### src/rtl/ptw_axi_reader.sv
// ptw_axi_reader: single-outstanding AXI4 PTE reader for the page-table walker.
// Optional PTW_ALIGN_CHECK_EN: misaligned PTE addresses fault without bus traffic.
module ptw_axi_reader #(
  parameter int          ADDR_WIDTH = 64,
  parameter int          DATA_WIDTH = 64,
  parameter int          ID_WIDTH   = 4,
  parameter int unsigned AXI_ID     = 0
) (
  input  logic                  CLK,
  input  logic                  RSTN,
  input  logic                  ADDR_FROM_TLB_VALID,
  input  logic [ADDR_WIDTH-1:0] ADDR_FROM_TLB,
  input  logic                  FLUSH,
  output logic                  DATA_TO_TLB_VALID,
  output logic [DATA_WIDTH-1:0] DATA_TO_TLB,
  output logic                  ACCESS_ERR,
  output logic                  BUSY,
  output logic                  PROTO_ERR,
  output logic                  ARVALID,
  input  logic                  ARREADY,
  output logic [ADDR_WIDTH-1:0] ARADDR,
  output logic [ID_WIDTH-1:0]   ARID,
  output logic [7:0]            ARLEN,
  output logic [2:0]            ARSIZE,
  output logic [1:0]            ARBURST,
  output logic [2:0]            ARPROT,
  input  logic                  RVALID,
  output logic                  RREADY,
  input  logic                  RLAST,
  input  logic [ID_WIDTH-1:0]   RID,
  input  logic [DATA_WIDTH-1:0] RDATA,
  input  logic [1:0]            RRESP
);

  localparam logic [ID_WIDTH-1:0] AxiId = ID_WIDTH'(AXI_ID);

  typedef enum logic [1:0] {
    IDLE,
    AR_S,
    R_S,
    RET
  } state_e;

  state_e                state_q, state_d;
  logic [ADDR_WIDTH-1:0] araddr_q, araddr_d;
  logic [DATA_WIDTH-1:0] data_q, data_d;
  logic                  err_q, err_d;
  logic                  proto_q, proto_d;
  logic                  drop_q, drop_d;

  logic req_ok;
  logic id_ok;
  logic beat_last;

  assign req_ok    = ADDR_FROM_TLB_VALID && !FLUSH;
  assign id_ok     = (RID == AxiId);
  assign beat_last = RVALID && id_ok && RLAST;

  // Next-state logic: walk sequencing, drop tracking and protocol error capture.
  always_comb begin
    state_d  = state_q;
    araddr_d = araddr_q;
    data_d   = data_q;
    err_d    = err_q;
    proto_d  = proto_q;
    drop_d   = drop_q;

    if (state_q != IDLE && ADDR_FROM_TLB_VALID)
      proto_d = 1'b1;

    unique case (state_q)
      IDLE: begin
        if (req_ok) begin
          araddr_d = ADDR_FROM_TLB;
          err_d    = 1'b0;
          drop_d   = 1'b0;
`ifdef PTW_ALIGN_CHECK_EN
          if (ADDR_FROM_TLB[2:0] != 3'b000) begin
            state_d = RET;
            err_d   = 1'b1;
            data_d  = '0;
          end else begin
            state_d = AR_S;
          end
`else
          state_d = AR_S;
`endif
        end
      end
      AR_S: begin
        if (FLUSH)
          drop_d = 1'b1;
        if (ARREADY)
          state_d = R_S;
      end
      R_S: begin
        if (FLUSH)
          drop_d = 1'b1;
        if (RVALID && !id_ok)
          proto_d = 1'b1;
        if (beat_last) begin
          if (drop_q || FLUSH) begin
            state_d = IDLE;
            drop_d  = 1'b0;
          end else begin
            state_d = RET;
            err_d   = RRESP[1];
            data_d  = RRESP[1] ? '0 : RDATA;
          end
        end
      end
      RET: begin
        state_d = IDLE;
        drop_d  = 1'b0;
      end
      default: begin
        state_d = IDLE;
      end
    endcase
  end

  // State registers with asynchronous active-low reset.
  always_ff @(posedge CLK or negedge RSTN) begin
    if (!RSTN) begin
      state_q  <= IDLE;
      araddr_q <= '0;
      data_q   <= '0;
      err_q    <= 1'b0;
      proto_q  <= 1'b0;
      drop_q   <= 1'b0;
    end else begin
      state_q  <= state_d;
      araddr_q <= araddr_d;
      data_q   <= data_d;
      err_q    <= err_d;
      proto_q  <= proto_d;
      drop_q   <= drop_d;
    end
  end

  assign ARVALID = (state_q == AR_S);
  assign RREADY  = (state_q == R_S);
  assign BUSY    = (state_q != IDLE);
  assign ARADDR  = araddr_q;
  assign ARID    = AxiId;
  assign ARLEN   = 8'd0;
  assign ARSIZE  = 3'd3;
  assign ARBURST = 2'b01;
  assign ARPROT  = 3'b001;

  assign DATA_TO_TLB_VALID = (state_q == RET);
  assign ACCESS_ERR        = (state_q == RET) && err_q;
  assign DATA_TO_TLB       = data_q;
  assign PROTO_ERR         = proto_q;

endmodule
### config.mk
export PLATFORM = sky130hd
export DESIGN_NAME = ptw_axi_reader
export DESIGN_NICKNAME = d
export VERILOG_FILES = /design/src/rtl/ptw_axi_reader.sv
export SDC_FILE = /design/constraint.sdc
export NUM_CORES = 1
export LEC_CHECK = 0
export BUFFER_PORTS_ARGS = -buffer_cell sky130_fd_sc_hd__buf_2
export CAP_MARGIN = 0
export CORE_ASPECT_RATIO = 1.5
export CORE_MARGIN = 5
export CORE_UTILIZATION = 45
export DETAILED_ROUTE_END_ITERATION = 6
export PLACE_DENSITY = 0.79
export SLEW_MARGIN = 20
export SYNTH_ARGS = -nofsm -noshare
export SYNTH_HDL_FRONTEND = slang
export SYNTH_SLANG_ARGS = --single-unit
### constraint.sdc
create_clock -name CLK -period 4.97 [get_ports CLK]
set_input_delay 1.2425 -clock CLK [delete_from_list [all_inputs] [get_ports CLK]]
set_output_delay 1.2425 -clock CLK [all_outputs]
set_load 0.02 [all_outputs]
# Word level (Yosys, flattened, before mapping)
# Cells that the tools add are included.
# word_totals
regBits	133
out_inout_bits	154
# op_classes
n_eq_ne	7
muxes	17
bitwise	1
n_reduce_logical	17
# op_table
op	n
$mux 64	1
$mux 1	9
$mux 2	4
$pmux 2 s4	1
$logic_and 1x1->1	6
$reduce_and 3->1	2
$eq 2x2->1 const B	2
$logic_not 4->1	1
$ne 2x1->1 const B	2
$ne 2x2->1 const B	2
$pmux 1 s4	1
$reduce_and 4->1	1
$reduce_bool 2->1	2
$eq 2x1->1 const B	1
$logic_not 1->1	2
$logic_not 2->1	1
$pmux 1 s2	1
$reduce_and 2->1	1
$logic_or 1x1->1	1
$not 1->1	1

# Logic depth before layout (Yosys ltp)
# depth
depth_word	5
depth_mapped	8

# Least setup slack after synthesis
# OpenSTA, ideal clock, no wires.
# synth_timing
kind	in2reg
from	in FLUSH
to	reg araddr_q[16] (netlist: ARADDR[16])
setup_ns	0.128
arrival_ns	2.184
required_time_ns	4.842
setup_slack_ns	2.659
cell_stages	5
path_buffers	2
cell_sequence	nand2b_1 > or2_1 > buf_6 > buf_6 > mux2_1
# synth_between
elab_chain_cells	3
# synth_lines
item	line_no	text
start, declared	13	input logic FLUSH,
$logic_not 1->1	55	assign req_ok = ADDR_FROM_TLB_VALID && !FLUSH;
$logic_and 1x1->1	55	
$reduce_and 2->1 (no source line)	--	
end signal, assigned	133	araddr_q <= araddr_d;
end, declared	45	logic [ADDR_WIDTH-1:0] araddr_q, araddr_d;
# Every way passes these cells.
# A chain may end at the register's enable or synchronous reset.

# Worst setup path in the final report
# layout_timing
from	in FLUSH
to	reg araddr_q[43] (netlist: ARADDR[43])
# Same word-level chain as after synthesis.

==> results.ini <==
[run_status]
status=finished, final reports clean

[global_route]
gr-usage-all-layers_pct=19.25
grt_max_degree=130
grt_pass1_wl_um=23150
antenna_found_initial=0
grt_pass1_vias=4662
overflow=0

[sta]
slew_headroom_pct=37.32
fmax_mhz=366.9
final-setup-viol-count=0
min_period_ns=2.725
finalSetupTns_ns=0
finalHoldViolCount=0
tightest_slew_ns=0.9402
rsz0062_at_grt=false
fin_crit_sh_pct=54.84
drv_slew=0
fin_skew_ns=0.005992

[placement]
portBuffers=273
dp_hpwl_um=10880
place_inst=875
place_congestion=0.8036

[clock_network]
cts_tree=built
htreeDepth=4
cts_buffers=17
clockRootBuffer=clkbuf_16
cts_buffer_depth=2
cts_setup_buffers=0
clk_pin_slew_ns=0.06
cts.sinks=133
insertion_delay_ns=0.40
cts_resized=0
cts_hold_buf=0

[routing]
avgViaCountPerCell=4.787
drc=0
drt_iter0_markers=101
antenna_left=0
wl_um=14740
firstDrtPassIters=6
vias=4347
wl_per_cell_um=16.23

[logic_synthesis]
syn_area_um2=5709
synth.distinct_cells=27
syn_avg_cell_area_um2=12.04
synth_seq_cells=133
yosysWarnings=0
seq_area_frac_synth_pct=58.29
postSynthCellCount=474

[cells_and_area]
insertedDiodeCount=0
layout.cells.most_common=buf_2
area_delta_synth_final_pct=32.24
final_nets=884
finalNonFillerCells=908
drive_gt1_share_pct=49.20
layout_common_cells=272 x buf_2, 133 x dfrtp_1, 68 x inv_1, 64 x nand3b_1, 63 x o21ai_0

[power_and_ir_drop]
powerDensity_nw_per_um2=579.7
p_leak_nw=3.841
vdd_drop_max_mv=0.3807

[worst_hold_path]
hold_class=reg2reg

[worst_setup_path]
path_class=in2reg
arrival_ns=3.00
critPathMaxFanout=39
end_kind=flip-flop
cp-start-kind=input port
crit_required_ns=5.25

[floorplan]
start_util_pct=45.86
die_area_um2=15090
coreArea_um2=12450
ios=295
die_y_um=148.0
die_width_um=102.0
rows=50

[flow_run]
maxCapViolCount=0

==> metal layers <==
| layer | GRT usage [%] | share of wire [%] | wire [µm] |
|---|---|---|---|
| met1 | 21.52 | 36 | 5324 |
| met2 | 33.98 | 53 | 7833 |
| met3 | 4.344 | 7.2 | 1063 |
| met4 | 9.061 | 3.5 | 519 |
| met5 | 0 | 0 | 0 |
==> worst max-delay path: stages <==
cell and delay [ns]:
buf_2 0.11, nand2b_1 0.15, or2_2 0.53, buf_4 0.55, mux2_2 0.40
==> through the flow <==
step           hold slack [ns]  util [%]  power [mW]  instance area (µm²)  setup WS [ns]
5_1_grt                 0.5070     60.64       4.614                 7550          2.151
4_1_cts                 0.4831     60.42       4.425                 7522          2.200
2_1_floorplan           0.5108         -       2.671                 5777          2.659
6_report                0.4860     60.64       4.376                 7550          2.245
3_3_place_gp            0.4635     56.14       3.215                 6989          1.867
3_5_place_dp            0.4686     56.14       3.288                 6989          1.776
==> synth_stat cells <==
cell	count	area [µm²]
buf_6	14	157.7
buf_4	21	157.7
mux2_2	59	664.4
clkbuf_1	8	30.03
nand3b_1	64	480.5
ha_1	4	50.05
inv_1	68	255.2
dfrtp_1	133	3328
and4_4	1	11.26
or2_1	1	6.260
mux2i_1	1	10.01
a31o_2	1	8.760
and2_1	1	6.260
nor4_4	1	21.27
nor2b_1	1	6.260
a31oi_1	3	18.77
nor2_1	1	3.750
nor3_1	1	5.000
nor3b_2	1	12.51
buf_2	5	25.02
o21ai_1	4	20.02
a21oi_1	6	30.03
mux2_1	5	56.30
conb_1	2	7.510
nand2_1	4	15.01
o21ai_0	63	315.3
nand2b_1	1	6.260
==> final timing paths <==
check / from / endpoint / depth (start not counted) / slack (ns)
min in group asynchronous: RSTN / ARADDR[60]$_DFFE_PN0P_ / 1 / 0.96
max in group asynchronous: RSTN / ARADDR[19]$_DFFE_PN0P_ / 2 / 3.02
worst max register to register: state_q[0]$_DFFE_PN0P_ / ARADDR[43]$_DFFE_PN0P_ / 6 / 2.48
worst min-delay path: ARADDR[18]$_DFFE_PN0P_ / ARADDR[18]$_DFFE_PN0P_ / 1 / 0.49
worst max-delay path: FLUSH / ARADDR[43]$_DFFE_PN0P_ / 5 / 2.24
worst min register to register: ARADDR[18]$_DFFE_PN0P_ / ARADDR[18]$_DFFE_PN0P_ / 1 / 0.49
==> kinds of logic after synthesis <==
| logic type | after synthesis | share of synthesized area [%] |
|---|---|---|
| compound gates | 77 | 6.881 |
| fa+ha+maj | 4 | 0.8767 |
| buf+inv | 116 | 10.96 |
| flops | 133 | 58.29 |
| mux | 65 | 12.80 |
| other cells | 2 | 0.1315 |
| simple gates | 77 | 10.06 |
==> where the power goes <==
part	internal, mW	total (mW)	leakage, nW	switching, mW
clock network	0.644	1.12	0.247	0.476
logic	0.617	1.59	2.18	0.971
registers	1.47	1.67	1.41	0.197
==> sequential cells by signal, indices dropped and copies added, names as in the netlist <==
register and flops:
err_q 1, PROTO_ERR 1, DATA_TO_TLB 64, drop_q 1, state_q 2, ARADDR 64
==> final cells by class <==
cell class,instances,area [µm²]
clock buffers,19,432.9
repair buffers,276,1415
multi-input cells,243,1823
inverters,68,255.2
clock inverters,13,100.1
flip-flops and latches,133,3328
fillers,1078,4900
well taps,156,195.2
Note: power is estimated with default switching activity, not from simulation.
